[src/rtl/multi_alarm_ctrl_if.sv]
// Configuration write port for multi_alarm_ctrl: one alarm channel is
// programmed per wr_en strobe.
interface multi_alarm_ctrl_if #(
    parameter int unsigned IDX_W = 2
);
    logic             wr_en;
    logic [IDX_W-1:0] wr_idx;
    logic [10:0]      wr_time;
    logic             wr_enable;

    modport master (output wr_en, output wr_idx, output wr_time, output wr_enable);
    modport slave  (input  wr_en, input  wr_idx, input  wr_time, input  wr_enable);
endinterface

[src/rtl/multi_alarm_ctrl.sv]
// Multi-channel alarm clock controller: per-channel arm/ring/snooze state,
// with button edges applied to the lowest-index ringing channel.
module multi_alarm_ctrl #(
    parameter int unsigned NUM_ALARMS   = 4,
    parameter int unsigned IDX_W        = 2,
    parameter int unsigned SNOOZE_MIN   = 9,
    parameter int unsigned RING_TIMEOUT = 60
) (
    input  logic                  MCLK,
    input  logic                  reset,
    input  logic                  tick_sec,
    input  logic                  minute_tick,
    input  logic [10:0]           cur_min,
    input  logic                  snooze_btn,
    input  logic                  stop_btn,
    multi_alarm_ctrl_if.slave     cfg,
    output logic                  ringing,
    output logic [IDX_W-1:0]      ring_idx,
    output logic [NUM_ALARMS-1:0] armed,
    output logic [NUM_ALARMS-1:0] snoozed,
    output logic [NUM_ALARMS-1:0] missed
);

    localparam int unsigned TIME_W  = 11;
    localparam int unsigned SNZ_W   = 6;
    localparam int unsigned RING_W  = 8;
    localparam logic [TIME_W-1:0] MAX_MIN = TIME_W'(1439);

    if ((1 << IDX_W) < NUM_ALARMS) begin : g_param_err
        $error("multi_alarm_ctrl: IDX_W too small for NUM_ALARMS");
    end

    typedef enum logic [1:0] {
        ST_IDLE    = 2'd0,
        ST_RINGING = 2'd1,
        ST_SNOOZED = 2'd2
    } state_e;

    state_e                  state_q    [NUM_ALARMS];
    logic [TIME_W-1:0]       alm_time_q [NUM_ALARMS];
    logic [SNZ_W-1:0]        snz_cnt_q  [NUM_ALARMS];
    logic [RING_W-1:0]       ring_cnt_q [NUM_ALARMS];
    logic [NUM_ALARMS-1:0]   en_q;
    logic [NUM_ALARMS-1:0]   missed_q;
    logic                    snooze_prev_q;
    logic                    stop_prev_q;
    logic                    btn_live_q;

    logic                    snooze_edge_c;
    logic                    stop_edge_c;
    logic                    wr_ok_c;
    logic [NUM_ALARMS-1:0]   ring_mask_c;
    logic [NUM_ALARMS-1:0]   active_c;

    // btn_live_q masks the first post-reset cycle so a held button never looks like a press
    assign snooze_edge_c = btn_live_q & snooze_btn & ~snooze_prev_q;
    assign stop_edge_c   = btn_live_q & stop_btn   & ~stop_prev_q;

    assign wr_ok_c = cfg.wr_en && (32'(cfg.wr_idx) < NUM_ALARMS) && (cfg.wr_time <= MAX_MIN);

    // Status decodes of registered channel state
    always_comb begin
        ring_mask_c = '0;
        snoozed     = '0;
        for (int i = 0; i < int'(NUM_ALARMS); i++) begin
            ring_mask_c[i] = (state_q[i] == ST_RINGING);
            snoozed[i]     = (state_q[i] == ST_SNOOZED);
        end
    end

    assign ringing = |ring_mask_c;
    assign armed   = en_q;
    assign missed  = missed_q;

    // Lowest-index ringing channel owns the buttons
    always_comb begin
        ring_idx = '0;
        for (int i = int'(NUM_ALARMS) - 1; i >= 0; i--) begin
            if (ring_mask_c[i]) ring_idx = IDX_W'(i);
        end
    end

    always_comb begin
        active_c = '0;
        for (int i = 0; i < int'(NUM_ALARMS); i++) begin
            active_c[i] = ring_mask_c[i] && (ring_idx == IDX_W'(i));
        end
    end

    always_ff @(posedge MCLK) begin
        if (reset) begin
            snooze_prev_q <= 1'b0;
            stop_prev_q   <= 1'b0;
            btn_live_q    <= 1'b0;
            en_q          <= '0;
            missed_q      <= '0;
            for (int i = 0; i < int'(NUM_ALARMS); i++) begin
                state_q[i]    <= ST_IDLE;
                alm_time_q[i] <= '0;
                snz_cnt_q[i]  <= '0;
                ring_cnt_q[i] <= '0;
            end
        end else begin
            snooze_prev_q <= snooze_btn;
            stop_prev_q   <= stop_btn;
            btn_live_q    <= 1'b1;
            for (int i = 0; i < int'(NUM_ALARMS); i++) begin
                // A valid write overrides any match or button action on the same cycle
                if (wr_ok_c && (cfg.wr_idx == IDX_W'(i))) begin
                    alm_time_q[i] <= cfg.wr_time;
                    en_q[i]       <= cfg.wr_enable;
                    state_q[i]    <= ST_IDLE;
                    missed_q[i]   <= 1'b0;
                    snz_cnt_q[i]  <= '0;
                    ring_cnt_q[i] <= '0;
                end else begin
                    case (state_q[i])
                        ST_IDLE: begin
                            if (minute_tick && en_q[i] && (alm_time_q[i] == cur_min)) begin
                                state_q[i]    <= ST_RINGING;
                                ring_cnt_q[i] <= '0;
                            end
                        end
                        ST_RINGING: begin
                            if (active_c[i] && stop_edge_c) begin
                                state_q[i]  <= ST_IDLE;
                                missed_q[i] <= 1'b0;
                            end else if (active_c[i] && snooze_edge_c) begin
                                state_q[i]   <= ST_SNOOZED;
                                snz_cnt_q[i] <= SNZ_W'(SNOOZE_MIN);
                            end else if (tick_sec) begin
                                ring_cnt_q[i] <= ring_cnt_q[i] + RING_W'(1);
                                if ((ring_cnt_q[i] + RING_W'(1)) == RING_W'(RING_TIMEOUT)) begin
                                    state_q[i]  <= ST_IDLE;
                                    missed_q[i] <= 1'b1;
                                end
                            end
                        end
                        ST_SNOOZED: begin
                            if (minute_tick) begin
                                snz_cnt_q[i] <= snz_cnt_q[i] - SNZ_W'(1);
                                if (snz_cnt_q[i] == SNZ_W'(1)) begin
                                    state_q[i]    <= ST_RINGING;
                                    ring_cnt_q[i] <= '0;
                                end
                            end
                        end
                        default: state_q[i] <= ST_IDLE;
                    endcase
                end
            end
        end
    end

endmodule

[src/flat_wrapper.sv]
// flat-port wrapper written by rule: the top's interface ports become plain ports
module multi_alarm_ctrl_flat 
#(
    parameter int unsigned NUM_ALARMS   = 4,
    parameter int unsigned IDX_W        = 2,
    parameter int unsigned SNOOZE_MIN   = 9,
    parameter int unsigned RING_TIMEOUT = 60
)
  (MCLK, reset, tick_sec, minute_tick, cur_min, snooze_btn, stop_btn, ringing, ring_idx, armed, snoozed, missed, cfg_wr_en, cfg_wr_idx, cfg_wr_time, cfg_wr_enable);
  multi_alarm_ctrl_if #(.IDX_W(IDX_W)) cfg_i ();
  input  logic MCLK;
  input  logic reset;
  input  logic tick_sec;
  input  logic minute_tick;
  input  logic [10:0] cur_min;
  input  logic snooze_btn;
  input  logic stop_btn;
  output logic ringing;
  output logic [IDX_W-1:0] ring_idx;
  output logic [NUM_ALARMS-1:0] armed;
  output logic [NUM_ALARMS-1:0] snoozed;
  output logic [NUM_ALARMS-1:0] missed;
  input wire logic [$bits(cfg_i.wr_en)-1:0] cfg_wr_en;
  input wire logic [$bits(cfg_i.wr_idx)-1:0] cfg_wr_idx;
  input wire logic [$bits(cfg_i.wr_time)-1:0] cfg_wr_time;
  input wire logic [$bits(cfg_i.wr_enable)-1:0] cfg_wr_enable;
  assign cfg_i.wr_en = cfg_wr_en;
  assign cfg_i.wr_idx = cfg_wr_idx;
  assign cfg_i.wr_time = cfg_wr_time;
  assign cfg_i.wr_enable = cfg_wr_enable;
  multi_alarm_ctrl #(.NUM_ALARMS(NUM_ALARMS), .IDX_W(IDX_W), .SNOOZE_MIN(SNOOZE_MIN), .RING_TIMEOUT(RING_TIMEOUT)) u_core (.MCLK(MCLK), .reset(reset), .tick_sec(tick_sec), .minute_tick(minute_tick), .cur_min(cur_min), .snooze_btn(snooze_btn), .stop_btn(stop_btn), .cfg(cfg_i), .ringing(ringing), .ring_idx(ring_idx), .armed(armed), .snoozed(snoozed), .missed(missed));
endmodule
[config.mk]
export PLATFORM = sky130hd
export DESIGN_NAME = multi_alarm_ctrl_flat
export DESIGN_NICKNAME = d
export VERILOG_FILES = /design/src/rtl/multi_alarm_ctrl_if.sv /design/src/rtl/multi_alarm_ctrl.sv /design/src/flat_wrapper.sv
export SDC_FILE = /design/constraint.sdc
export NUM_CORES = 1
export LEC_CHECK = 0
export ABC_AREA = 1
export BUFFER_PORTS_ARGS = -buffer_cell sky130_fd_sc_hd__buf_2
export CAP_MARGIN = 20
export CORE_AREA = 2 2 115 117
export CTS_CLUSTER_DIAMETER = 100
export DETAILED_ROUTE_END_ITERATION = 7
export DIE_AREA = 0 0 117 119
export PLACE_DENSITY = 0.82
export SETUP_SLACK_MARGIN = 0.1
export SLEW_MARGIN = 20
export SYNTH_ARGS = -nofsm -noshare
export SYNTH_HDL_FRONTEND = slang
export SYNTH_SLANG_ARGS = --single-unit
[constraint.sdc]
create_clock -name MCLK -period 2.6 [get_ports MCLK]
set_clock_uncertainty 0.05 [all_clocks]
set_input_delay 0.65 -clock MCLK [delete_from_list [all_inputs] [get_ports MCLK]]
set_output_delay 0.65 -clock MCLK [all_outputs]
set_load 0.01 [all_outputs]
Word level (Yosys, flattened, before mapping)

Memory sizes are Yosys's and may differ from the RTL's.
Cells that the tools add are included.

Flip-flop bits (word level): 11
Latch bits: 0
Bits in writable memories: 108
Bits in read-only memories: 0
Input port bits: 32
Output and inout bits: 15
Word-level logic and storage cells: 445
Memories: 4

Add/sub/neg operators: 8
Multiply operators: 0
Divide/modulo/power cells: 0
Order comparisons: 1
Equality and inequality tests: 30
Shift operators: 0
Mux-type cells: 273
Bitwise logic cells: 66
Reduce and logical (&&, ||, !) cells: 52

Memories:

| name              | depth | bits a word | rd ports | clocked after memory_dff | write ports | line                   | text |
|---|---|---|---|---|---|---|---|
| u_core.alm_time_q | 4     | 11          | 4        | 0                        | 4           | multi_alarm_ctrl.sv:40 | `logic [TIME_W-1:0] alm_time_q [NUM_ALARMS];` |
| u_core.ring_cnt_q | 4     | 8           | 4        | 0                        | 4           | multi_alarm_ctrl.sv:42 | `logic [RING_W-1:0] ring_cnt_q [NUM_ALARMS];` |
| u_core.snz_cnt_q  | 4     | 6           | 4        | 0                        | 4           | multi_alarm_ctrl.sv:41 | `logic [SNZ_W-1:0] snz_cnt_q [NUM_ALARMS];` |
| u_core.state_q    | 4     | 2           | 4        | 0                        | 4           | multi_alarm_ctrl.sv:39 | `state_e state_q [NUM_ALARMS];` |

Operators with widths:

| operator               | number |
|---|---|
| $mux W1                | 209 |
| $mux W8                | 16 |
| $mux W6                | 12 |
| $mux W2                | 32 |
| $or A1 B1 Y1           | 60 |
| $eq A11 B11 Y1         | 4 |
| $mux W11               | 4 |
| $add A8 B1 Y8 const B  | 4 |
| $eq A8 B6 Y1 const B   | 4 |
| $logic_and A1 B1 Y1    | 25 |
| $eq A6 B1 Y1 const B   | 4 |
| $sub A6 B1 Y6 const B  | 4 |
| $eq A2 B2 Y1 const B   | 8 |
| $reduce_and A4 Y1      | 4 |
| $reduce_bool A2 Y1     | 8 |
| $eq A2 B1 Y1 const B   | 6 |
| $logic_not A2 Y1       | 6 |
| $reduce_or A3 Y1       | 4 |
| $le A11 B11 Y1 const B | 1 |
| $ne A2 B1 Y1 const B   | 4 |
| $reduce_or A2 Y1       | 4 |
| $and A1 B1 Y1          | 4 |
| $reduce_or A4 Y1       | 1 |
| $not A1 Y1             | 2 |

Longest topological paths before layout

Gate-level depths: netlist of run 1.

Depth after elaboration: 18
Mapped depth: 11
Depth with buffers taken out: 11

Least setup slack after synthesis of run 1

No wires, ideal clock.

Kind: input to register
Start point: input reset
End point: memory u_core.ring_cnt_q[2][0], in the netlist u_core.ring_cnt_q[0][16], enable pin
Setup time: 351 ps
Data arrival time: 1875 ps
Data required time: 2199 ps
Slack: 324 ps
Stages: 6
Cells stage by stage: buf_2 -> inv_1 -> buf_2 -> nand2_1 -> inv_1 -> nand4_1

RTL lines:

| what        | line                   | text |
|---|---|---|
| from (decl) | flat_wrapper.sv:12     | `input logic reset;` |
| to (decl)   | multi_alarm_ctrl.sv:42 |  |

==> impl_metrics.yaml, run 1 <==
setup_path:
  critPathMaxStageDelay_ns: 0.43
  crit_fanout: 4
  worstSetupPathType: "flip-flop to output port"
  path_buf_inv: 3
  cpMostUsedCell: "inv_1"
  path_cells: "inv_1 > nand2_1 > nor2_2 > inv_1 > o21ai_0 > buf_2"
  worstPathRequired_ns: 1.90
  worstPathArrival_ns: 1.62
  worstSetupStartpointType: "flip-flop"
  slowest_stage: "edfxtp_1"
  endpoint_kind: "output port"
  cp_top_family: "flip-flops"
layout:
  final_cell_mix: "162 x nand2_1, 160 x nor2_1, 108 x edfxtp_1, 105 x inv_1, 47 x nand3_1"
  layout_commonest_cell: "nand2_1"
  instances_no_fill: 1047
  drive_gt1_share_pct: 14.6
  areaGrowthSynthToFinish_pct: 17.0
  final_nets: 902
global_routing:
  grt_max_degree: 20
  grtUsageMet1_pct: 28.9
  met2_usage_pct: 39.6
  grt_pass1_wl_microns: 25100
  grt-ovfl-total: 0
  top_usage_layer: "met2"
  grtUsageTotal_pct: 23.5
  grtUsageMet3_pct: 4.83
  antenna_found_initial: 2
  grt_pass1_vias: 5362
pwr:
  powerDensity_nw_per_um2: 703
  ir_drop_mv: 0.403
  p_leak_nw: 3.39
clock_tree:
  numCtsBuffers: 17
  clkSlewWorstSetupHoldPaths_ns: 0.06
  cts_tree: "yes"
  clockBufferDepth: 2
  cts.sinks: 119
  clock_latency_ns: 0.42
  ctsRootBufferMaster: "clkbuf_16"
  htree_levels: 4
  cts_hold_buf: 0
  cts-resized-gates: 0
  cts_setup_buffers: 0
detailed_routing:
  post_drt_wl_per_cell_microns: 14.6
  vias_per_cell: 5.19
  detail-route-antenna-nets: 0
  drt_first_pass_iters: 6
  wl_microns: 15300
  first_iter_violations: 512
  num_vias: 5434
  drcViolationCount: 0
yosys:
  syn-num-nets: 842
  synth_xor_area_share_pct: 6.80
  synth_area_sq_um: 6820
  yosys.area_share.simple_pct: 29.6
  synth_top_family_by_area: "simple AND/OR/NAND/NOR gates"
  synth_cells: 797
  syn_avg_cell_area_sq_um: 8.56
  synthAdderAreaFrac_pct: 2.38
  ys_seq_elements: 119
  ys_types: 37
  yosysWarnings: 0
  synth_seq_area_share_pct: 50.8
  muxShareOfSynthArea_pct: 0
  synth-compound-area-share_pct: 3.25
timing:
  rsz0062_at_grt: "no"
  maxSlewViolCount: 0
  hold_viol_final: 0
  max_slew_margin_pct: 59.6
  setup_viol: 0
  setup-tns-final_ns: 0
  min_period_ns: 2.32
  fin_crit_sh_pct: 89.4
  worst_pin_slew_ns: 0.604
  fmax_ghz: 0.430
outcome:
  status: "complete, no violations"
die:
  start_util_pct: 53.0
  dieArea_sq_um: 13900
  io_pins: 47
  die_w_microns: 117
  die_y_microns: 119
  core_area_sq_um: 12900
  core.rowCount: 42
flow_run:
  maxCapViolCount: 0
place:
  port_buffers: 46
  dp_hpwl_microns: 10800
  gp_congestion: 0.910
  placed_cells: 1014
hold_path:
  worstHoldPathType: "flip-flop to flip-flop"
-- cells in the mapped netlist, drive strengths merged --
| cell type | n | area, sq um |
|---|---|---|
| nor2 | 176 | 703 |
| or2 | 6 | 40.0 |
| o21ai | 17 | 85.1 |
| nand3 | 52 | 308 |
| dfxtp | 11 | 220 |
| a31oi | 4 | 25.0 |
| edfxtp | 108 | 3240 |
| ha | 13 | 163 |
| nand3b | 9 | 92.6 |
| xor2 | 9 | 78.8 |
| nor3b | 5 | 37.5 |
| o21a | 1 | 7.51 |
| nor2b | 1 | 6.26 |
| inv | 110 | 413 |
| o21bai | 3 | 22.5 |
| a21oi | 15 | 75.1 |
| buf | 8 | 46.3 |
| and3 | 2 | 12.5 |
| xnor2 | 44 | 385 |
| o22ai | 1 | 6.26 |
| clkbuf | 8 | 30.0 |
| nand2 | 167 | 644 |
| nor3 | 9 | 50.1 |
| nand4 | 18 | 128 |
-- where the power goes --
part,internal [mW],total [mW],switching [mW],leakage [nW]
Sequential,2.22,2.31,0.0856,1.19
Clock,1.88,2.75,0.861,0.321
Combinational,0.201,0.553,0.352,1.88
-- tightest hold or removal path: stages (launching register included) --
cell     delay [ns]
dfxtp_1        0.31
inv_1          0.05
a21oi_1        0.05
-- area by class of cell --
class | count | area [sq um]
sequential | 119 | 3460
tap | 176 | 220
inverter | 110 | 413
multi-input combinational | 552 | 2870
clock inverter | 14 | 254
antenna | 1 | 2.50
fill | 986 | 4890
timing repair buffer | 57 | 325
clock buffer | 18 | 429
-- worst paths after layout --
check | depth (start not counted) | slack, ns | from | end
hold / removal | 2 | 0.40 | u_core.missed[0]$_SDFFE_PP0P_ | u_core.missed[0]$_SDFFE_PP0P_
setup reg to reg | 8 | 0.55 | u_core.state_q[0][0]$_SDFFCE_PP0P_ | u_core.ring_cnt_q[0][24]$_SDFFCE_PP0P_
setup / recovery | 6 | 0.28 | u_core.state_q[0][7]$_SDFFCE_PP0P_ | ring_idx[0]
hold reg to reg | 2 | 0.40 | u_core.missed[0]$_SDFFE_PP0P_ | u_core.missed[0]$_SDFFE_PP0P_
-- kinds of logic (layout without fill, tap and decap cells) --
family / after synthesis / in the layout
AND/OR/NAND/NOR: 445 / 445
other: 0 / 1
buffers and inverters: 126 / 199
flip-flops: 119 / 119
XOR/XNOR: 53 / 53
AO/OA/AOI/OAI: 41 / 41
adder cells (fa/ha/maj): 13 / 13
-- state kept, by name, summed over array words and instances (netlist names) --
| register | cells |
|---|---|
| u_core.missed | 4 |
| u_core.snooze_prev_q | 1 |
| u_core.stop_prev_q | 1 |
| u_core.snz_cnt_q | 24 |
| u_core.btn_live_q | 1 |
| u_core.alm_time_q | 44 |
| u_core.state_q | 8 |
| u_core.armed | 4 |
| u_core.ring_cnt_q | 32 |
-- routing by layer --
| metal | up-vias | routed length (microns) |
|---|---|---|
| met2 | 176 | 7530 |
| met3 | 36 | 791 |
| li1 | 2695 | - |
| met5 | - | 17 |
| met4 | 2 | 443 |
| met1 | 2525 | 6520 |
-- per-stage QoR --
step / instance area, sq um / power, mW / utilization, % / setup slack (ns) / hold WS [ns]
global placement: 7290 / 2.87 / 56.6 / 0.181 / 0.391
global route: 7980 / 5.77 / 62.0 / 0.135 / 0.426
detailed placement: 7290 / 2.88 / 56.6 / 0.172 / 0.397
finish: 7980 / 5.61 / 62.0 / 0.277 / 0.399
floorplan: 6820 / 2.71 / - / 0.324 / 0.421
CTS: 7980 / 5.61 / 61.9 / 0.216 / 0.401
Power figures use the tool's default switching activity.
==> inputs of run 2 (changes only) <==
PLACE_DENSITY = 0.73   (was 0.82)
SETUP_SLACK_MARGIN = default   (was 0.1)
==> impl_metrics.yaml, run 2 (synthesis gave the netlist of run 1 again) <==
pwr:
  ir_drop_mv: 0.344
  p_leak_nw: 3.37
  powerDensity_nw_per_um2: 661
timing:
  maxSlewViolCount: 0
  fin_crit_sh_pct: 91.8
  worst_pin_slew_ns: 0.465
  min_period_ns: 2.39
  rsz0062_at_grt: "no"
  max_slew_margin_pct: 68.9
  hold_viol_final: 0
  setup-tns-final_ns: 0
  hold_ws_ns: 0.400
  setup_viol: 0
  fmax_ghz: 0.419
hold_path:
  worstHoldPathType: "primary input to flip-flop"
  holdPathStages: 3
  holdCritStartpoint: "stop_btn"
  hold_end: "u_core.stop_prev_q$_SDFF_PP0_"
setup_path:
  reg2reg_slack_ns: 0.57
  worstSetupPathType: "flip-flop to output port"
  worstSetupStartpointType: "flip-flop"
  crit_fanout: 4
  reg2reg_to: "u_core.ring_cnt_q[0][26]$_SDFFCE_PP0P_"
  worstPathArrival_ns: 1.69
  endpoint_kind: "output port"
  worst_r2r_startpoint: "u_core.state_q[0][7]$_SDFFCE_PP0P_"
  worstRegToRegCells: 8
  worstPathRequired_ns: 1.90
layout:
  drive_gt1_share_pct: 14.3
  areaGrowthSynthToFinish_pct: 15.9
  utilization_pct: 61.4
  largest_reg_flops: 44
  diodes: 0
  registers.top_by_ff_count: "u_core.alm_time_q"
  layout_commonest_cell: "nand2_1"
  final_cell_mix: "162 x nand2_1, 161 x nor2_1, 108 x edfxtp_1, 105 x inv_1, 47 x nand3_1"
  reg.largest.list: "u_core.alm_time_q x44, u_core.ring_cnt_q x32, u_core.snz_cnt_q x24"
  final_nets: 905
detailed_routing:
  drt_first_pass_iters: 5
  drcViolationCount: 0
  num_vias: 5379
  detail-route-antenna-nets: 0
  vias_per_cell: 5.13
  first_iter_violations: 456
  wl_microns: 14400
  post_drt_wl_per_cell_microns: 13.8
global_routing:
  grt_pass1_wl_microns: 23900
  grt-ovfl-total: 0
  antenna_found_initial: 0
  grt_pass1_vias: 5056
  grt_max_degree: 21
  grtUsageTotal_pct: 22.7
place:
  gp_congestion: 0.887
  dp_hpwl_microns: 10800
  port_buffers: 46
clock_tree:
  cts.sinks: 119
  cts_tree: "yes"
  numCtsBuffers: 17
  clock_latency_ns: 0.42
  cts_hold_buf: 0
  cts-resized-gates: 0
  clkSlewWorstSetupHoldPaths_ns: 0.05
  ctsRootBufferMaster: "clkbuf_16"
  htree_levels: 4
  clockBufferDepth: 2
  cts_setup_buffers: 0
die:
  io_pins: 47
  die_w_microns: 117
  dieArea_sq_um: 13900
  start_util_pct: 53.0
  core.rowCount: 42
  core_area_sq_um: 12900
  die_y_microns: 119
flow_run:
  maxCapViolCount: 0
outcome:
  status: "complete, no violations"
==> run 2: cell types whose count changed in the layout (fill, tap and decap cells not counted), moves of 2 or more <==
cell	change
buf_4	+3
bufinv_16	-3
clkinv_1	+3
clkinv_2	+2
clkinvlp_4	-2
==> run 2: through the flow <==
| stage | instances | cell area (sq um) | power [mW] | setup WS, ns |
|---|---|---|---|---|
| 2_1_floorplan | 797 | 6820 | 2.71 | 0.324 |
| 6_report | 1048 | 7910 | 5.22 | 0.212 |
| 5_1_grt | 1048 | 7910 | 5.41 | 0.108 |
| 4_1_cts | 1048 | 7910 | 5.24 | 0.217 |
| 3_5_place_dp | 1017 | 7310 | 2.89 | 0.171 |
| 3_3_place_gp | 1017 | 7310 | 2.88 | 0.200 |
==> run 2: routing by layer <==
metal	vias up	share of wire (%)	global-route usage (%)
met5	-	0	0
met3	40	5.2	5.39
met1	2483	44	28.7
met4	0	3.5	11.1
met2	155	47	36.2
li1	2701	-	-
==> run 2: where the power goes <==
part	internal, mW	switching, mW	total (mW)
clock network	1.57	0.797	2.37
registers	2.22	0.0828	2.31
logic	0.204	0.346	0.550
total	4.00	1.23	5.22
==> run 2: final cells by class <==
| cell class | instances | area [sq um] |
|---|---|---|
| fill | 1130 | 4970 |
| multi-input combinational | 552 | 2870 |
| inverter | 110 | 413 |
| tap | 176 | 220 |
| sequential | 119 | 3460 |
| clock buffer | 18 | 429 |
| timing repair buffer | 60 | 348 |
| clock inverter | 13 | 161 |
==> run 2: worst max-delay path, stage by stage, from the launching register on <==
cell and delay, ns:
edfxtp_1 0.44, inv_1 0.08, nand2_1 0.10, nor2_1 0.19, inv_1 0.05, o21ai_0 0.22, buf_2 0.18
==> run 2: worst max-delay path by stage <==
stage | to | slack [ns] | from | cells past startpoint
final | ring_idx[0] | 0.21 | u_core.state_q[0][7]$_SDFFCE_PP0P_ | 6
after detailed placement | u_core.ring_cnt_q[0][14]$_SDFFCE_PP0P_ | 0.17 | cfg_wr_time[10] | 9
after CTS | ring_idx[0] | 0.22 | u_core.state_q[0][7]$_SDFFCE_PP0P_ | 6
after global routing | ring_idx[0] | 0.11 | u_core.state_q[0][7]$_SDFFCE_PP0P_ | 6
after floorplan | u_core.ring_cnt_q[0][16]$_SDFFCE_PP0P_ | 0.32 | reset | 6
after global placement | u_core.ring_cnt_q[0][12]$_SDFFCE_PP0P_ | 0.20 | cfg_wr_time[10] | 9
==> inputs of run 3 (changes only) <==
--- a/config.mk
+++ b/config.mk
@@ -13,4 +13,5 @@
 export DETAILED_ROUTE_END_ITERATION = 7
 export DIE_AREA = 0 0 117 119
+export GPL_TIMING_DRIVEN = 0
 export PLACE_DENSITY = 0.73
 export SLEW_MARGIN = 20
==> constraint.sdc (replaced) <==
create_clock -name MCLK -period 2.6 [get_ports MCLK]
set_clock_uncertainty 0.05 [all_clocks]
set_input_delay 0.52 -clock MCLK [delete_from_list [all_inputs] [get_ports MCLK]]
set_output_delay 0.52 -clock MCLK [all_outputs]
set_load 0.01 [all_outputs]
==> impl_metrics.yaml, run 3 (synthesis gave the netlist of run 1 again) <==
die:
  dieArea_sq_um: 13900
  die_w_microns: 117
  start_util_pct: 53.0
  io_pins: 47
  core_area_sq_um: 12900
  die_y_microns: 119
  core.rowCount: 42
layout:
  fin_area_sq_um: 7870
  final_nets: 897
  final_cell_mix: "162 x nand2_1, 161 x nor2_1, 108 x edfxtp_1, 105 x inv_1, 47 x nand3_1"
  largest_reg_flops: 44
  layout_commonest_cell: "nand2_1"
  multiInputGateArea_sq_um: 2870
  utilization_pct: 61.1
  regArea_sq_um: 3460
  reg.largest.list: "u_core.alm_time_q x44, u_core.ring_cnt_q x32, u_core.snz_cnt_q x24"
  registers.top_by_ff_count: "u_core.alm_time_q"
  diodes: 0
  areaGrowthSynthToFinish_pct: 15.3
  fillerInstances: 1122
  drive_gt1_share_pct: 13.3
setup_path:
  reg2reg_slack_ns: 0.45
  crit_fanout: 13
  endpoint_kind: "flip-flop"
  worstPathArrival_ns: 2.42
  worstPathRequired_ns: 2.62
  reg2reg_to: "u_core.ring_cnt_q[0][26]$_SDFFCE_PP0P_"
  worstRegToRegCells: 8
  worst_r2r_startpoint: "u_core.state_q[0][7]$_SDFFCE_PP0P_"
  worstSetupStartpointType: "primary input"
  worstSetupPathType: "primary input to flip-flop"
global_routing:
  grt-ovfl-total: 0
  grtUsageMet3_pct: 6.67
  grt_pass1_wl_microns: 24400
  grtUsageMet1_pct: 29.1
  met2_usage_pct: 36.8
  grt_max_degree: 18
  top_usage_layer: "met2"
  grt_pass1_vias: 5164
  grtUsageTotal_pct: 23.1
  antenna_found_initial: 1
place:
  port_buffers: 36
  dp_hpwl_microns: 10600
  placed_cell_area_sq_um: 7220
  gp_congestion: 0.872
detailed_routing:
  drcViolationCount: 0
  num_vias: 5265
  vias_per_cell: 5.06
  post_drt_wl_per_cell_microns: 14.1
  first_iter_violations: 457
  detail-route-antenna-nets: 0
  drt_first_pass_iters: 5
  wl_microns: 14700
clock_tree:
  cts_tree: "yes"
  ctsRootBufferMaster: "clkbuf_16"
  clkSlewWorstSetupHoldPaths_ns: 0.06
  numCtsBuffers: 17
  cts-resized-gates: 0
  clockBufferDepth: 2
  cts_setup_buffers: 0
  htree_levels: 4
  cts.sinks: 119
  cts_hold_buf: 0
  clock_latency_ns: 0.43
pwr:
  clockPowerShare_pct: 47.6
  pwr-share-comb_pct: 9.8
  seq_power_share_pct: 42.6
  switching_share_pct: 23.8
  p_int_mw: 4.13
  p_leak_nw: 3.33
  ir_drop_mv: 0.462
  powerDensity_nw_per_um2: 688
  switchingPower_mw: 1.29
hold_path:
  hold_end: "u_core.stop_prev_q$_SDFF_PP0_"
  worstHoldPathType: "primary input to flip-flop"
  holdPathStages: 3
  holdCritStartpoint: "stop_btn"
timing:
  max_slew_margin_pct: 53.0
  fin_crit_sh_pct: 92.2
  min_period_ns: 2.40
  worst_pin_slew_ns: 0.703
  fmax_ghz: 0.417
  setup-tns-final_ns: 0
  maxSlewViolCount: 0
  hold_viol_final: 0
  setup_viol: 0
  rsz0062_at_grt: "no"
flow_run:
  maxCapViolCount: 0
outcome:
  status: "complete, no violations"
## run 3: changes by cell type in the layout (fill, tap and decap cells not counted), moves of 2 or more
| cell | previous run | this run |
|---|---|---|
| clkinv_4 | 0 | 2 |
| buf_4 | 13 | 0 |
| buf_2 | 46 | 43 |
| clkinv_1 | 5 | 0 |
| clkbuf_1 | 1 | 9 |
## run 3: critical path, cell delays in order
cell,delay [ns]
buf_2,0.10
inv_2,0.09
nand2_1,0.10
nand2_1,0.08
nand2_2,0.06
nand2_4,0.12
nand3_4,0.11
nand2_1,0.54
inv_1,0.25
nand4_1,0.43
## run 3: per-layer routing
metal  routed length [microns]  share of wire [%]
met1                      6460                 44
met2                      7060                 48
met3                       769                5.2
met4                       422                2.9
met5                        11              0.075
## run 3: layout make-up
class                      count  share of cell area, %
sequential                   119                   44.0
multi-input combinational    552                   36.5
clock buffer                  19                   5.63
inverter                     110                   5.25
tap                          176                   2.80
clock inverter                13                   2.58
timing repair buffer          36                   2.29
buffer                        16                  0.970
## run 3: worst max path at each step
stage,startpoint,end,slack (ns),cells after the start
CTS,cfg_wr_time[5],u_core.ring_cnt_q[0][22]$_SDFFCE_PP0P_,0.19,10
global placement,cfg_wr_time[5],u_core.ring_cnt_q[0][7]$_SDFFCE_PP0P_,-0.25,10
floorplan,reset,u_core.ring_cnt_q[0][16]$_SDFFCE_PP0P_,0.45,6
global route,cfg_wr_time[6],u_core.ring_cnt_q[0][22]$_SDFFCE_PP0P_,0.05,10
detailed placement,cfg_wr_time[5],u_core.ring_cnt_q[0][17]$_SDFFCE_PP0P_,-0.28,10
finish,cfg_wr_time[5],u_core.ring_cnt_q[0][19]$_SDFFCE_PP0P_,0.20,10
## run 3: power by group through the flow
stage / Combinational (mW) / Sequential, mW / Clock, mW
detailed placement: 0.530 / 2.34 / 0
CTS: 0.536 / 2.31 / 2.61
global route: 0.607 / 2.32 / 2.69
global placement: 0.519 / 2.34 / 0
finish: 0.533 / 2.31 / 2.58
floorplan: 0.390 / 2.32 / 0
## run 3: per-stage QoR
stage               setup WS [ns]  std cells  power [mW]  hold slack, ns
CTS                         0.186       1041        5.45           0.240
detailed placement         -0.276       1009        2.87           0.415
floorplan                   0.454        797        2.71           0.421
global route               0.0472       1041        5.62           0.257
finish                      0.204       1041        5.42           0.263
global placement           -0.251       1009        2.86           0.415
